[config.mk]
export PLATFORM = sky130hd
export DESIGN_NAME = hazard_scoreboard
export DESIGN_NICKNAME = d
export VERILOG_FILES = /design/src/rtl/hazard_scoreboard.sv
export SDC_FILE = /design/constraint.sdc
export NUM_CORES = 1
export LEC_CHECK = 0
export ABC_AREA = 1
export BUFFER_PORTS_ARGS = -buffer_cell sky130_fd_sc_hd__buf_2
export CAP_MARGIN = 25
export CELL_PAD_IN_SITES_DETAIL_PLACEMENT = 1
export CELL_PAD_IN_SITES_GLOBAL_PLACEMENT = 1
export CORE_MARGIN = 2
export CORE_UTILIZATION = 39
export CTS_CLUSTER_DIAMETER = 50
export DETAILED_ROUTE_END_ITERATION = 12
export PLACE_DENSITY_LB_ADDON = 0.05
export SLEW_MARGIN = 20
export SYNTH_ARGS = -nofsm -noshare
export SYNTH_HDL_FRONTEND = slang
export SYNTH_SLANG_ARGS = --single-unit
[constraint.sdc]
create_clock -name clk -period 7.05 [get_ports clk]
set_input_delay 1.7625 -clock clk [delete_from_list [all_inputs] [get_ports clk]]
set_output_delay 1.7625 -clock clk [all_outputs]
set_load 0.03 [all_outputs]
[src/rtl/hazard_scoreboard.sv]
// hazard_scoreboard: pipeline stall/flush/forwarding control with a mult/div busy scoreboard
module hazard_scoreboard #(
   parameter int REG_ADDR_WIDTH = 5,
   parameter int NUM_FWD_STAGES = 2,
   parameter int FWD_SEL_WIDTH  = 2,
   parameter int MULT_LATENCY   = 4,
   parameter int DIV_LATENCY    = 32,
   parameter int COUNT_WIDTH    = 32
) (
   input  logic                                     clk,
   input  logic                                     reset,
   input  logic                                     branch_decode,
   input  logic [REG_ADDR_WIDTH-1:0]                Rs_decode,
   input  logic [REG_ADDR_WIDTH-1:0]                Rt_decode,
   input  logic                                     uses_HI_LO_decode,
   input  logic                                     muldiv_start_decode,
   input  logic                                     muldiv_is_div_decode,
   input  logic [REG_ADDR_WIDTH-1:0]                Rs_execute,
   input  logic [REG_ADDR_WIDTH-1:0]                Rt_execute,
   input  logic [REG_ADDR_WIDTH-1:0]                write_register_execute,
   input  logic                                     register_write_execute,
   input  logic                                     memory_to_register_execute,
   input  logic                                     memory_to_register_memory,
   input  logic [NUM_FWD_STAGES*REG_ADDR_WIDTH-1:0] write_register_stages,
   input  logic [NUM_FWD_STAGES-1:0]                register_write_stages,
   input  logic                                     program_counter_multiplexer_jump_execute,
   output logic                                     stall_fetch,
   output logic                                     stall_decode,
   output logic                                     flush_execute_register,
   output logic [FWD_SEL_WIDTH-1:0]                 forward_register_file_output_A_execute,
   output logic [FWD_SEL_WIDTH-1:0]                 forward_register_file_output_B_execute,
   output logic                                     forward_register_file_output_A_decode,
   output logic                                     forward_register_file_output_B_decode,
   output logic                                     muldiv_busy,
   output logic                                     muldiv_done,
   output logic [COUNT_WIDTH-1:0]                   stall_cycle_count
);
   localparam int MAXL = MULT_LATENCY > DIV_LATENCY ? MULT_LATENCY : DIV_LATENCY;
   localparam int CW   = MAXL > 1 ? $clog2(MAXL) : 1;

   typedef enum logic {IDLE, BUSY} state_t;

   state_t                    state, state_next;
   logic [CW-1:0]             count, count_next;
   logic                      done_next;
   logic [REG_ADDR_WIDTH-1:0] wr0;
   logic                      lwstall, branchstall, hilo_stall, stall, accept;

   assign wr0 = write_register_stages[REG_ADDR_WIDTH-1:0];

   // Execute forwarding: scan oldest to youngest so the youngest matching stage wins
   always_comb begin
      forward_register_file_output_A_execute = '0;
      forward_register_file_output_B_execute = '0;
      for (int k = NUM_FWD_STAGES - 1; k >= 0; k--) begin
         if (Rs_execute != '0 && register_write_stages[k] &&
             write_register_stages[k*REG_ADDR_WIDTH +: REG_ADDR_WIDTH] == Rs_execute)
            forward_register_file_output_A_execute = FWD_SEL_WIDTH'(k + 1);
         if (Rt_execute != '0 && register_write_stages[k] &&
             write_register_stages[k*REG_ADDR_WIDTH +: REG_ADDR_WIDTH] == Rt_execute)
            forward_register_file_output_B_execute = FWD_SEL_WIDTH'(k + 1);
      end
   end

   assign forward_register_file_output_A_decode = Rs_decode != '0 && register_write_stages[0] && wr0 == Rs_decode;
   assign forward_register_file_output_B_decode = Rt_decode != '0 && register_write_stages[0] && wr0 == Rt_decode;

   assign lwstall = memory_to_register_execute && Rt_execute != '0 &&
                    (Rt_execute == Rs_decode || Rt_execute == Rt_decode);
   assign branchstall = branch_decode &&
      ((register_write_execute && write_register_execute != '0 &&
        (write_register_execute == Rs_decode || write_register_execute == Rt_decode)) ||
       (memory_to_register_memory && wr0 != '0 && (wr0 == Rs_decode || wr0 == Rt_decode)));
   assign hilo_stall = uses_HI_LO_decode && state == BUSY;

   // Reset holds the front end still and flushes execute
   assign stall                  = !reset && (lwstall || branchstall || hilo_stall);
   assign stall_fetch            = stall;
   assign stall_decode           = stall;
   assign flush_execute_register = reset || stall || program_counter_multiplexer_jump_execute;
   assign accept                 = state == IDLE && muldiv_start_decode && !stall;
   assign muldiv_busy            = state == BUSY;

   // Mult/div sequencer: load latency-1 on accept, count down, pulse done on leaving BUSY
   always_comb begin
      state_next = state;
      count_next = count;
      done_next  = 1'b0;
      if (state == IDLE) begin
         if (accept) begin
            state_next = BUSY;
            count_next = muldiv_is_div_decode ? CW'(DIV_LATENCY - 1) : CW'(MULT_LATENCY - 1);
         end
      end else if (count == '0) begin
         state_next = IDLE;
         done_next  = 1'b1;
      end else begin
         count_next = count - CW'(1);
      end
   end

   // Sequencer registers; reset aborts any operation in flight without a done pulse
   always_ff @(posedge clk) begin
      if (reset) begin
         state       <= IDLE;
         count       <= '0;
         muldiv_done <= 1'b0;
      end else begin
         state       <= state_next;
         count       <= count_next;
         muldiv_done <= done_next;
      end
   end

   // Saturating count of cycles in which decode is stalled
   always_ff @(posedge clk) begin
      if (reset)
         stall_cycle_count <= '0;
      else if (stall_decode && stall_cycle_count != '1)
         stall_cycle_count <= stall_cycle_count + COUNT_WIDTH'(1);
   end
endmodule

# After elaboration in Yosys (flattened, before gate mapping)

Cells that the tools add are included.

Register bits after elaboration: 39
Bits in latches: 0
Bits in writable memories: 0
ROM bits: 0
Input port bits: 47
Logic and storage cells: 75
Memories: 0

Add/sub/neg operators: 2
$mul: 0
Div/mod/pow operators: 0
$lt $le $gt $ge: 0
Equality and inequality tests: 12
Shift-type cells: 0
Muxes and demuxes: 12
Bitwise operators: 1
Reductions and logical operators: 44

Operators by type and width:

| kind                    | number |
|---|---|
| $eq A5 B5 Y1            | 10 |
| $add A32 B1 Y32 const B | 1 |
| $ne A32 B32 Y1 const B  | 1 |
| $reduce_bool A5 Y1      | 6 |
| $logic_and A1 B1 Y1     | 24 |
| $mux W5                 | 4 |
| $logic_or A1 B1 Y1      | 8 |
| $mux W2                 | 4 |
| $logic_not A5 Y1        | 1 |
| $sub A5 B1 Y5 const B   | 1 |
| $mux W1                 | 4 |
| $logic_not A1 Y1        | 2 |
| $ne A2 B2 Y1 const B    | 1 |
| $reduce_and A2 Y1       | 1 |
| $reduce_bool A2 Y1      | 1 |
| $reduce_or A2 Y1        | 1 |
| $not A1 Y1              | 1 |

# Longest topological paths before layout

Gate-level depths: netlist of the first run.

Depth in word-level cells: 12
Depth in mapped cells: 17
Mapped depth without buffers: 16

# Least setup slack after synthesis of the first run

OpenSTA, ideal clock, no wires.

Path kind: input -> output
Start point: in write_register_stages[4]
End point: out forward_register_file_output_A_execute[1]
Arrival: 4373 ps
Data required time: 5287 ps
Slack: 915 ps
Stages: 6
Path buffers: 1
Cells stage by stage: buf_2 -> xor2_1 -> a21oi_1 -> o2111ai_1 -> a2111oi_0 -> nor2_1

Word-level cells in the longest chain between the ends: 3

RTL lines:

| element             | line | RTL |
|---|---|---|
| start: declaration  | 24   | `input logic [NUM_FWD_STAGES*REG_ADDR_WIDTH-1:0] write_register_stages,` |
| $eq A5 B5 Y1        | 57   | `write_register_stages[k*REG_ADDR_WIDTH +: REG_ADDR_WIDTH] == Rs_execute)` |
| $logic_and A1 B1 Y1 | 56   | `if (Rs_execute != '0 && register_write_stages[k] &&` |
| $mux W2             | 56   |  |
| end: declaration    | 30   | `output logic [FWD_SEL_WIDTH-1:0] forward_register_file_output_A_execute,` |

No other way between the ends.

# Worst setup path after layout of the first run

Start point: in write_register_stages[0]
End point: out stall_decode

Word-level cells in the longest chain between the ends: 8
Elaborated cells on any way between the ends: 11
Those cells by class: eq/ne (2); reduce/logical (9)

RTL lines:

| element                                                   | line | RTL |
|---|---|---|
| $eq A5 B5 Y1 or $reduce_bool A5 Y1 (tied branches)        | 73   | `(memory_to_register_memory && wr0 != '0 && (wr0 == Rs_decode \|\| wr0 == Rt_decode)));` |
| $logic_or A1 B1 Y1 or $logic_and A1 B1 Y1 (tied branches) | 73   |  |
| $logic_and A1 B1 Y1 *                                     | 73   |  |
| $logic_or A1 B1 Y1 *                                      | 72   | `(write_register_execute == Rs_decode \|\| write_register_execute == Rt_decode)) \|\|` |
| $logic_and A1 B1 Y1 *                                     | 70   | `assign branchstall = branch_decode &&` |
| $logic_or A1 B1 Y1 * (2 in series)                        | 77   | `assign stall = !reset && (lwstall \|\| branchstall \|\| hilo_stall);` |
| $logic_and A1 B1 Y1 *                                     | 77   |  |
| end: declaration                                          | 28   | `output logic stall_decode,` |

Mark *: on every way between the ends. The rest lies on a longest branch, timed or not.

==> results of run 1 <==
==> layer usage <==
| layer | GRT usage (%) | vias up | part of all wire [%] | wire length, um |
|---|---|---|---|---|
| li1 | - | 1880 | - | - |
| met1 | 35.9 | 1818 | 47 | 5330 |
| met2 | 42.9 | 104 | 46 | 5230 |
| met3 | 3.48 | 25 | 5.0 | 575 |
| met4 | 8.94 | 0 | 2.5 | 286 |
| met5 | 0 | - | 0 | 0 |
==> worst max-delay path, cell delays in order <==
cell	delay, ps
buf_2	130
inv_1	160
nand2_1	70
nand2_1	70
nor2_1	40
nand3_1	80
nand2_1	60
nand2_1	60
nand2_1	70
nand2_1	70
nand2_1	70
nand2_1	100
clkinv_2	410
buf_2	350
==> placed cells by master (no fill, tap or decap), types with 2 or more instances in the layout <==
cell type	n
a21oi_1	36
ha_1	3
buf_2	89
o2111ai_1	2
inv_2	3
xnor2_1	15
o22ai_1	4
nand2_1	159
xor2_1	36
inv_1	57
o21ai_0	6
a211oi_1	3
clkbuf_8	5
nor4_1	7
nor3_1	18
clkinv_2	2
nor2_1	58
dfxtp_1	39
nand3_1	49
nand4_1	12
==> state kept, by name, summed over array words and instances, names as in the netlist <==
signal / cells
muldiv_done: 1
stall_cycle_count: 32
count: 5
muldiv_busy: 1
==> final cells by class <==
class	instances	share of cell area, %
multi-input combinational	418	55.4
sequential	39	20.4
timing repair buffer	90	11.8
inverter	61	6.02
tap	105	3.43
clock buffer	5	1.80
clock inverter	3	1.14
==> worst min path at each step <==
stage                                             from                                  to  slack, ps  cells past startpoint
finish                           count[4]$_SDFFE_PP0P_               count[4]$_SDFFE_PP0P_        500                      2
global route        stall_cycle_count[30]$_SDFFE_PP0P_  stall_cycle_count[30]$_SDFFE_PP0P_        540                      2
CTS                              count[4]$_SDFFE_PP0P_               count[4]$_SDFFE_PP0P_        510                      2
global placement                 count[4]$_SDFFE_PP0P_               count[4]$_SDFFE_PP0P_        470                      2
floorplan                        count[4]$_SDFFE_PP0P_               count[4]$_SDFFE_PP0P_        460                      2
detailed placement               count[4]$_SDFFE_PP0P_               count[4]$_SDFFE_PP0P_        500                      2
==> through the flow <==
stage               power [W]  hold slack, ps
global placement     0.000361             471
floorplan            0.000322             455
finish               0.000559             497
detailed placement   0.000366             496
CTS                  0.000565             509
global route         0.000590             538
==> cell families (layout without fill, tap and decap cells) <==
logic type,after synthesis,in the layout,share of synthesized area (%)
flip-flops,39,39,24.1
AND/OR/NAND/NOR,307,307,40.5
AO/OA/AOI/OAI,57,57,10.0
XOR/XNOR,51,51,13.8
buffers and inverters,79,159,10.3
adder cells (fa/ha/maj),3,3,1.16
==> report_power, final <==
group          switching [W]  internal [W]  total, W
logic              0.0000844     0.0000432  0.000128
clock network      0.0000926      0.000106  0.000198
registers         0.00000614      0.000227  0.000233
==> reports/qor.txt, run 1 <==
PWR
--------------------------------------------------------------------------------------------------------
LEAKAGE                                                                                          1.85 nW
Largest vdd supply drop                                                                           159 uV
Ratio of total power to cell area                                                            146 nW/um^2

SYNTHESIS
--------------------------------------------------------------------------------------------------------
Cell taking the most area after synthesis                                                        dfxtp_1
Most numerous cell in the Yosys netlist                                                          nand2_1
Synth Warn #                                                                                           0
Number of synthesized register bits                                                                   39
Main synth FF type                                                                               dfxtp_1
Distinct cell type count of the synthesized netlist                                                   33
Average size of a mapped cell                                                                 6.03 sq um
Portion of synthesized cell area occupied by the leading cell type                                 24.1%
Number of enable-type register cells in the synthesized netlist                                        0
Leading post-synthesis cells by cell area                                                   dfxtp_1 (24%), nand2_1 (18%), xor2_1 (9.8%)
Share of flip-flops with an asynchronous set or reset                                                 0%
Synthesized cell area                                                                         3230 sq um
Synthesized instance count                                                                           536
Register area share after synthesis                                                                24.1%
Synth cell count leaders                                                                    nand2_1 (159), nor2_1 (58), inv_1 (57)
Post-Syn Nets                                                                                        586

DETAILED ROUTING
--------------------------------------------------------------------------------------------------------
Drc violations                                                                                         0
Post-DR wirelength/cell                                                                          15.9 um
1st-pass router iterations                                                                             4
Post-detailed-route via-to-cell ratio                                                               5.31
Total wirelength of the detailed-routed design                                                  11400 um
Count of routing violations after the opening detailed-route iteration                               218
Final antenna-violating net count                                                                      0
Vias after detailed routing                                                                         3827

CLOCKING
--------------------------------------------------------------------------------------------------------
Buffers inserted during post-CTS setup optimization                                                    0
CTS tree                                                                                           built
Post-cts sizing count                                                                                  0
Cts bufs inserted                                                                                      5
Number of clock sinks                                                                                 39
Hold buffers post-CTS                                                                                  0
Clock network latency to the later pin of the worst-skew pair                                     310 ps
Clk Tree Root Cell                                                                              clkbuf_8
Post-CTS clock slew at the launch and capture registers of the worst setup and hold paths          90 ps
Count of H-tree levels built during CTS                                                                2
Deepest clock path buffer count                                                                        2

TIMING
--------------------------------------------------------------------------------------------------------
RSZ-0062 raised after global routing                                                               false
Total negative slack                                                                                0 ps
Max Clock Freq                                                                                 0.189 GHz
Tmin final                                                                                       5290 ps
Final max-slew violation count                                                                         0
Count of endpoints failing hold in the final timing report                                             0
Final critical-path share of the clock period                                                      75.1%
Final setup skew                                                                                 10.5 ps
Finish-stage setup viols                                                                               0
Measured slew at the worst slew-check pin                                                         649 ps
Worst slew margin relative to its limit                                                            56.5%
Setup slack of the critical path after layout                                                    1760 ps

CELLS AND AREA
--------------------------------------------------------------------------------------------------------
Area used by multi-input combinational logic                                                  2120 sq um
Register area                                                                                  781 sq um
Post-Route Utilization                                                                             47.0%
Count of inserted antenna diode cells                                                                  0
Count of fill cells added during filler insertion                                                   1183
P&R area growth vs syn                                                                             18.3%
Count of placed standard cells in the final layout, fillers left out                                 721
Net count of the finished layout                                                                     665
Share of post-route cells with drive strength above 1                                              17.2%
Final design area excluding fillers                                                           3830 sq um

CRITICAL PATH
--------------------------------------------------------------------------------------------------------
Maximum fanout count along the critical path                                                          35
Worst-case register-to-register setup slack                                                      4600 ps
Launch point of the critical path                                                           write_register_stages[0]
Element type at the critical path end                                                        output port
Worst reg2reg path depth                                                                               9
Required arrival time at the worst endpoint                                                      5290 ps
Last element of the critical path                                                           stall_decode
Launch point of the worst reg-to-reg path                                                   stall_cycle_count[1]$_SDFFE_PP0P_
Critical path class                                                                               in2out
Worst EP arrival                                                                                 3530 ps
Critical Path Start Type                                                                      input port
Worst r2r dst                                                                               stall_cycle_count[21]$_SDFFE_PP0P_

FLOORPLAN
--------------------------------------------------------------------------------------------------------
Vertical extent of the die                                                                       95.1 um
Floorplan die area                                                                            9030 sq um
Die Span X                                                                                       95.1 um
Ports placed on the boundary                                                                          90
Starting density of the core                                                                       39.7%
Floorplan Core Area                                                                           8130 sq um
Count of standard-cell rows                                                                           33

PLACED DESIGN
--------------------------------------------------------------------------------------------------------
HPWL after DPL                                                                                   9030 um
DP Area                                                                                       3710 sq um
Pre-CTS WS                                                                                       1770 ps
# port buffers                                                                                        89
Cell count after placement                                                                           713
Placer congestion estimate                                                                         0.885

GLOBAL ROUTING
--------------------------------------------------------------------------------------------------------
Pin count of the biggest net entering global routing                                                  36
GR Overflow Total                                                                                      0
Wire length of the first global-routing pass                                                    18700 um
Antenna violations before repair                                                                       0
Number of global-route vias before repair                                                           3775
All-Layer GR Usage                                                                                 26.4%

FLOW RUN
--------------------------------------------------------------------------------------------------------
Max-cap check violation count                                                                          0

OUTCOME
--------------------------------------------------------------------------------------------------------
Run status                                                                                     completed

WORST HOLD PATH
--------------------------------------------------------------------------------------------------------
Path type of the worst min-delay path                                                            reg2reg

Power figures use the tool's default switching activity.
==> run 2, diff against run 1 <==
--- a/config.mk
+++ b/config.mk
@@ -5,13 +5,13 @@
 export SDC_FILE = /design/constraint.sdc
 export NUM_CORES = 1
 export LEC_CHECK = 0
-export ABC_AREA = 1
+export ABC_AREA = 0
 export BUFFER_PORTS_ARGS = -buffer_cell sky130_fd_sc_hd__buf_2
 export CAP_MARGIN = 25
 export CELL_PAD_IN_SITES_DETAIL_PLACEMENT = 1
 export CELL_PAD_IN_SITES_GLOBAL_PLACEMENT = 1
 export CORE_MARGIN = 2
-export CORE_UTILIZATION = 39
+export CORE_UTILIZATION = 38
 export CTS_CLUSTER_DIAMETER = 50
 export DETAILED_ROUTE_END_ITERATION = 12
 export PLACE_DENSITY_LB_ADDON = 0.05
==> constraint.sdc (replaced) <==
create_clock -name clk -period 5.3 [get_ports clk]
set_input_delay 1.325 -clock clk [delete_from_list [all_inputs] [get_ports clk]]
set_output_delay 1.325 -clock clk [all_outputs]
set_load 0.03 [all_outputs]
==> run 2 against run 1 <==
Sequential share of layout area up 2.2 points. Flip-flop and latch count unchanged. Utilization is 1.6 points lower. Via count fell by 22%. Area after synthesis decreased by 8.7%. Clock-buffer cell count is 2 higher. Power is 25% higher. First-iteration DRC count fell by 47%. Final cell count is 26% lower. Critical path type unchanged. Largest cell class unchanged. Largest power group unchanged.
==> reports/qor.txt, run 2 <==
TIMING
--------------------------------------------------------------------------------------------------------
Max Clock Freq                                                                                 0.237 GHz
Worst Hold Margin                                                                                 509 ps   +12.0 ps
Tmin final                                                                                       4220 ps
Final critical-path share of the clock period                                                      79.7%
Finish-stage setup viols                                                                               0   unchanged
Final max-slew violation count                                                                         0   unchanged
Total negative slack                                                                                0 ps   unchanged
RSZ-0062 raised after global routing                                                               false
Count of endpoints failing hold in the final timing report                                             0   unchanged
Final setup skew                                                                                 16.4 ps   +5.84 ps
Measured slew at the worst slew-check pin                                                         743 ps   +93.8 ps
Worst slew margin relative to its limit                                                            50.3%   -6.3 points

PLACED DESIGN
--------------------------------------------------------------------------------------------------------
Placer congestion estimate                                                                         0.837   -5.4%
HPWL after DPL                                                                                   6620 um   -27%
Cell count after placement                                                                           524   -27%
DP Area                                                                                       3350 sq um   -9.7%
# port buffers                                                                                        89   unchanged

CELLS AND AREA
--------------------------------------------------------------------------------------------------------
Register with the highest flop count                                                        stall_cycle_count
Commonest non-fill, non-tap cells in the layout                                             buf_2 (89), dfxtp_1 (39), xor2_1 (30)
Post-Route Utilization                                                                             45.4%   -1.6 points
Most common cell after layout, fill and taps aside                                                 buf_2
Count of placed standard cells in the final layout, fillers left out                                 532   -26%
Largest registers                                                                           stall_cycle_count: 32 flops, count: 5 flops
Share of post-route cells with drive strength above 1                                              26.5%   +9.3 points
P&R area growth vs syn                                                                             17.1%
Max reg flops                                                                                         32   unchanged
Net count of the finished layout                                                                     479   -28%
Final design area excluding fillers                                                           3460 sq um   -9.6%
Count of inserted antenna diode cells                                                                  0   unchanged

SYNTHESIS
--------------------------------------------------------------------------------------------------------
Share of flip-flops with an asynchronous set or reset                                                 0%   unchanged
Main synth FF type                                                                               dfxtp_1
Synthesized instance count                                                                           362   -32%
Synthesized cell area                                                                         2950 sq um   -8.7%
Average size of a mapped cell                                                                 8.15 sq um   +35%
Multiplexer fraction of the synthesized cell area                                                  1.53%   +1.5 points
Post-Syn Nets                                                                                        412   -30%
Xor/xnor cell area share of the yosys netlist                                                      14.8%   +1.0 points
Register area share after synthesis                                                                26.5%   +2.3 points
Most numerous cell in the Yosys netlist                                                          dfxtp_1
Synth Area in Compound Gates                                                                       18.3%   +8.3 points
Synth cell count leaders                                                                    dfxtp_1 (39), xor2_1 (30), nor2_1 (24)
Largest family of logic cells by synthesized area                                           simple AND/OR/NAND/NOR gates
Distinct cell type count of the synthesized netlist                                                   46   +39%
Leading post-synthesis cells by cell area                                                   dfxtp_1 (26%), xor2_1 (8.9%), xnor2_1 (5.9%)
Synth Warn #                                                                                           0   unchanged
Cell taking the most area after synthesis                                                        dfxtp_1
Portion of synthesized cell area occupied by the leading cell type                                 26.5%   +2.3 points
Number of synthesized register bits                                                                   39   unchanged
Number of enable-type register cells in the synthesized netlist                                        0   unchanged
Post-synthesis adder-cell area fraction                                                            1.27%   +0.11 points
Synthesized-area fraction occupied by and/or/nand/nor cells                                        30.4%   -10 points

CRITICAL PATH
--------------------------------------------------------------------------------------------------------
Critical path cell sequence                                                                 buf_2 > or4_1 > o211ai_2 > o32ai_4 > a211oi_4 > nor2_1 > buf_2
Critical Path Start Type                                                                      input port
Launch point of the critical path                                                           write_register_execute[1]
Element type at the critical path end                                                        output port
Critical path class                                                                               in2out
Crit path largest cell delay                                                                      530 ps   +120 ps
Maximum fanout count along the critical path                                                           3   -91%
Library cell appearing most often on the critical path                                             buf_2
Launch point of the worst reg-to-reg path                                                   stall_cycle_count[6]$_SDFFE_PP0P_
Required arrival time at the worst endpoint                                                      3970 ps   -1320 ps
CP max stage cell                                                                                  or4_1
Worst EP arrival                                                                                 2900 ps   -630 ps

DETAILED ROUTING
--------------------------------------------------------------------------------------------------------
Drc violations                                                                                         0   unchanged
Final antenna-violating net count                                                                      0   unchanged
Vias after detailed routing                                                                         2972   -22%
Post-detailed-route via-to-cell ratio                                                               5.59   +5.2%
Count of routing violations after the opening detailed-route iteration                               115   -47%
1st-pass router iterations                                                                             4   unchanged
Post-DR wirelength/cell                                                                          16.4 um   +3.6%
Total wirelength of the detailed-routed design                                                   8740 um   -24%

CLOCKING
--------------------------------------------------------------------------------------------------------
Post-cts sizing count                                                                                  0   unchanged
Clock network latency to the later pin of the worst-skew pair                                     300 ps   about the same
CTS tree                                                                                           built
Cts bufs inserted                                                                                      5   unchanged
Count of H-tree levels built during CTS                                                                2   unchanged
Post-CTS clock slew at the launch and capture registers of the worst setup and hold paths          80 ps   about the same
Buffers inserted during post-CTS setup optimization                                                    0   unchanged
Hold buffers post-CTS                                                                                  0   unchanged
Number of clock sinks                                                                                 39   unchanged
Clk Tree Root Cell                                                                              clkbuf_8
Deepest clock path buffer count                                                                        2   unchanged

FLOORPLAN
--------------------------------------------------------------------------------------------------------
Vertical extent of the die                                                                       92.1 um   -3.1%
Floorplan die area                                                                            8490 sq um   -6.0%
Die Span X                                                                                       92.1 um   -3.1%
Count of standard-cell rows                                                                           32   -3.0%
Ports placed on the boundary                                                                          90   unchanged
Floorplan Core Area                                                                           7610 sq um   -6.5%
Starting density of the core                                                                       38.8%   -0.95 points

PWR
--------------------------------------------------------------------------------------------------------
Ratio of total power to cell area                                                            202 nW/um^2   +39%
Largest vdd supply drop                                                                          82.9 uV   -48%
LEAKAGE                                                                                          1.33 nW   -28%

OUTCOME
--------------------------------------------------------------------------------------------------------
Run status                                                                                     completed

WORST HOLD PATH
--------------------------------------------------------------------------------------------------------
Start point of the worst min-delay path                                                     count[0]$_SDFFE_PP0P_
Path type of the worst min-delay path                                                            reg2reg

GLOBAL ROUTING
--------------------------------------------------------------------------------------------------------
GR Overflow Total                                                                                      0   unchanged
All-Layer GR Usage                                                                                 21.4%   -4.9 points
Antenna violations before repair                                                                       0   unchanged
Pin count of the biggest net entering global routing                                                  62   +72%
Number of global-route vias before repair                                                           3006   -20%
Wire length of the first global-routing pass                                                    14900 um   -21%

FLOW RUN
--------------------------------------------------------------------------------------------------------
Max-cap check violation count                                                                          0   unchanged

run 2: final timing paths:
| path | end | slack [ps] | cells past startpoint |
|---|---|---|---|
| max | stall_decode | 1080 | 7 |
| min | count[0]$_SDFFE_PP0P_ | 510 | 1 |
| max reg2reg | stall_cycle_count[18]$_SDFFE_PP0P_ | 2500 | 7 |
| min reg2reg | count[0]$_SDFFE_PP0P_ | 510 | 1 |
run 2: final cells by class:
cell class	count	area, sq um
clock buffers	7	96.3
clock inverters	1	7.51
fillers	983	4150
inverters	5	18.8
multi-input cells	287	1970
flip-flops and latches	39	781
well taps	102	128
repair buffers	91	460
run 2: cells by family after synthesis:
group                      count (synthesis)
muxes                                      3
and+or+nand+nor                          154
adders and majority gates                  3
xor gates and xnor gates                  50
AOI/OAI and AO/OA                         77
buffers and inverters                     36
DFF                                       39
run 2: metal layers:
metal  global-route usage, %  routed length [um]
met5                       0                   0
met2                    36.2                4080
met4                    4.48                  76
met1                    28.9                4240
met3                    3.45                 349
run 2: report_power, final:
group	leakage (nW)	switching, W	internal (W)
clock	0.0505	0.000115	0.000119
combinational	0.961	0.0000953	0.0000593
sequential	0.316	0.00000983	0.000301
total	1.33	0.000221	0.000479
run 2: critical path: cells and delay by family:
| kind | cells | cell delay, ps |
|---|---|---|
| buffers and inverters | 2 | 330 |
| AO/OA/AOI/OAI | 3 | 630 |
| AND/OR/NAND/NOR | 2 | 610 |
run 2: per-stage QoR:
step	total power, W	worst slack (ps)
3_5_place_dp	0.000474	1060
4_1_cts	0.000706	1060
3_3_place_gp	0.000471	1070
2_1_floorplan	0.000434	628
6_report	0.000700	1080
5_1_grt	0.000736	965
==> run 3, diff against run 2 <==
==> constraint.sdc (replaced) <==
create_clock -name clk -period 4 [get_ports clk]
set_input_delay 1 -clock clk [delete_from_list [all_inputs] [get_ports clk]]
set_output_delay 1 -clock clk [all_outputs]
set_load 0.03 [all_outputs]
==> run 3 against run 2 <==
Final cell count is 0.19% higher. Sequential share of layout area increased by 0.057 points. Design area down 0.25%. Clock power rose by 12%. Clock skew shrank 10 ps. Critical path type unchanged.
==> reports/qor.txt, run 3 (synthesis gave the netlist of run 2 again) <==
CRITICAL PATH
--------------------------------------------------------------------------------------------------------
Maximum fanout count along the critical path                                                           5   +2
Worst EP arrival                                                                                 2570 ps   -330 ps
Number of buffers and inverters on the critical path                                                   2   unchanged
Library cell appearing most often on the critical path                                             buf_2
Family of cells with the greatest summed delay on the critical path                         simple AND/OR/NAND/NOR gates
Required arrival time at the worst endpoint                                                      3000 ps   -970 ps
CP max stage cell                                                                                  or4_4
Critical path class                                                                               in2out
Critical path cell sequence                                                                 buf_2 > or4_4 > nor2_4 > o32ai_4 > a211oi_4 > nor2_1 > buf_2
Critical Path Start Type                                                                      input port
Element type at the critical path end                                                        output port
Crit path largest cell delay                                                                      550 ps   +20 ps

CLOCKING
--------------------------------------------------------------------------------------------------------
Post-CTS clock slew at the launch and capture registers of the worst setup and hold paths          70 ps   about the same
Clock network latency to the later pin of the worst-skew pair                                     300 ps   about the same
Buffers inserted during post-CTS setup optimization                                                    0   unchanged
Clk Tree Root Cell                                                                              clkbuf_8
Number of clock sinks                                                                                 39   unchanged
Cts bufs inserted                                                                                      5   unchanged
Hold buffers post-CTS                                                                                  0   unchanged
Count of H-tree levels built during CTS                                                                2   unchanged
Deepest clock path buffer count                                                                        2   unchanged
CTS tree                                                                                           built
Post-cts sizing count                                                                                  0   unchanged

PWR
--------------------------------------------------------------------------------------------------------
Power dissipated by switching net loads                                                       0.000281 W   +27%
LEAKAGE                                                                                          1.32 nW   -0.23%
Combinational fraction of design power                                                             23.5%   +1.4 points
Clock network power share                                                                          29.7%   -3.7 points
Largest vdd supply drop                                                                           135 uV   +63%
Switching Share                                                                                    31.8%   +0.33 points
Cell internal power dissipation                                                               0.000601 W   +25%
Ratio of total power to cell area                                                            256 nW/um^2   +26%
Total power of the final layout                                                               0.000882 W   +26%
Sequential group share of total power                                                              46.8%   +2.3 points

FLOORPLAN
--------------------------------------------------------------------------------------------------------
Die Span X                                                                                       92.1 um   unchanged
Ports placed on the boundary                                                                          90   unchanged
Count of standard-cell rows                                                                           32   unchanged
Starting density of the core                                                                       38.8%   unchanged
Floorplan die area                                                                            8490 sq um   unchanged
Floorplan Core Area                                                                           7610 sq um   unchanged
Vertical extent of the die                                                                       92.1 um   unchanged

TIMING
--------------------------------------------------------------------------------------------------------
Count of endpoints failing hold in the final timing report                                             0   unchanged
Worst slew margin relative to its limit                                                            54.8%   +4.5 points
Total negative slack                                                                                0 ps   unchanged
Finish-stage setup viols                                                                               0   unchanged
Final critical-path share of the clock period                                                      89.3%
Final max-slew violation count                                                                         0   unchanged
Worst Hold Margin                                                                                 507 ps   -2.72 ps
Max Clock Freq                                                                                 0.280 GHz
Final setup skew                                                                                 6.43 ps   -9.95 ps
Setup slack of the critical path after layout                                                     427 ps   -651 ps
Tmin final                                                                                       3570 ps
RSZ-0062 raised after global routing                                                               false
Measured slew at the worst slew-check pin                                                         675 ps   -68.0 ps

GLOBAL ROUTING
--------------------------------------------------------------------------------------------------------
Number of global-route vias before repair                                                           2921   -2.8%
Antenna violations before repair                                                                       0   unchanged
Wire length of the first global-routing pass                                                    14600 um   -1.7%
All-Layer GR Usage                                                                                 21.2%   -0.20 points
GR Overflow Total                                                                                      0   unchanged
Pin count of the biggest net entering global routing                                                  61   -1.6%

CELLS AND AREA
--------------------------------------------------------------------------------------------------------
Commonest non-fill, non-tap cells in the layout                                             buf_2 (89), dfxtp_1 (39), xor2_1 (30)
Most common cell after layout, fill and taps aside                                                 buf_2
Largest registers                                                                           stall_cycle_count: 32 flops, count: 5 flops
Count of fill cells added during filler insertion                                                    946   -3.8%
Share of post-route cells with drive strength above 1                                              26.5%   -0.062 points
Max reg flops                                                                                         32   unchanged
Count of inserted antenna diode cells                                                                  0   unchanged
Register with the highest flop count                                                        stall_cycle_count
Net count of the finished layout                                                                     480   +0.21%
P&R area growth vs syn                                                                             16.8%

WORST HOLD PATH
--------------------------------------------------------------------------------------------------------
Path type of the worst min-delay path                                                            reg2reg

DETAILED ROUTING
--------------------------------------------------------------------------------------------------------
Post-DR wirelength/cell                                                                          16.4 um   about the same
1st-pass router iterations                                                                             4   unchanged
Total wirelength of the detailed-routed design                                                   8750 um   +0.15%
Drc violations                                                                                         0   unchanged
Vias after detailed routing                                                                         2998   +0.87%
Count of routing violations after the opening detailed-route iteration                                46   -60%
Final antenna-violating net count                                                                      0   unchanged
Post-detailed-route via-to-cell ratio                                                               5.62   +0.69%

PLACED DESIGN
--------------------------------------------------------------------------------------------------------
Pre-CTS WS                                                                                        401 ps   -654 ps
Placer congestion estimate                                                                         0.818   -2.2%
HPWL after DPL                                                                                   6650 um   +0.44%
# port buffers                                                                                        89   unchanged

OUTCOME
--------------------------------------------------------------------------------------------------------
Run status                                                                                     completed

FLOW RUN
--------------------------------------------------------------------------------------------------------
Max-cap check violation count                                                                          0   unchanged

-- run 3: changes by cell type in the layout (fill, tap and decap cells not counted), sizes merged --
cell      change
buf           +1
clkinv        +1
clkinvlp      -1
-- run 3: metal layers --
metal | global-route usage (%) | up-vias | part of all wire, %
met5 | 0 | - | 0
met2 | 36.0 | 58 | 49
met4 | 5.47 | 0 | 1.1
li1 | - | 1478 | -
met3 | 3.45 | 10 | 4.0
met1 | 28.0 | 1452 | 46
-- run 3: layout make-up --
class,instances,area [sq um],area share [%]
Tap cell,102,128,3.70
Timing Repair Buffer,92,468,13.6
Clock buffer,7,76.3,2.21
Inverter,5,18.8,0.544
Multi-Input combinational cell,287,1970,57.2
Sequential cell,39,781,22.6
Clock inverter,1,5.00,0.145
-- run 3: stage by stage --
step | instance area (sq um) | utilization [%] | cells
2_1_floorplan | 2960 | - | 362
3_3_place_gp | 3370 | 44.3 | 525
3_5_place_dp | 3370 | 44.3 | 525
4_1_cts | 3450 | 45.3 | 533
5_1_grt | 3450 | 45.3 | 533
6_report | 3450 | 45.3 | 533
-- run 3: worst paths after layout --
path	endpoint	from	cells past startpoint	slack, ps
max	stall_decode	Rt_execute[1]	7	430
min	count[0]$_SDFFE_PP0P_	count[0]$_SDFFE_PP0P_	1	510
max reg2reg	stall_cycle_count[14]$_SDFFE_PP0P_	stall_cycle_count[16]$_SDFFE_PP0P_	7	1260
min reg2reg	count[0]$_SDFFE_PP0P_	count[0]$_SDFFE_PP0P_	1	510
-- run 3: power by group through the flow --
| stage | clock network (W) | registers (W) | logic [W] |
|---|---|---|---|
| global route | 0.000287 | 0.000416 | 0.000230 |
| detailed placement | 0 | 0.000422 | 0.000208 |
| CTS | 0.000273 | 0.000413 | 0.000209 |
| floorplan | 0 | 0.000423 | 0.000151 |
| finish | 0.000262 | 0.000413 | 0.000208 |
| global placement | 0 | 0.000422 | 0.000204 |
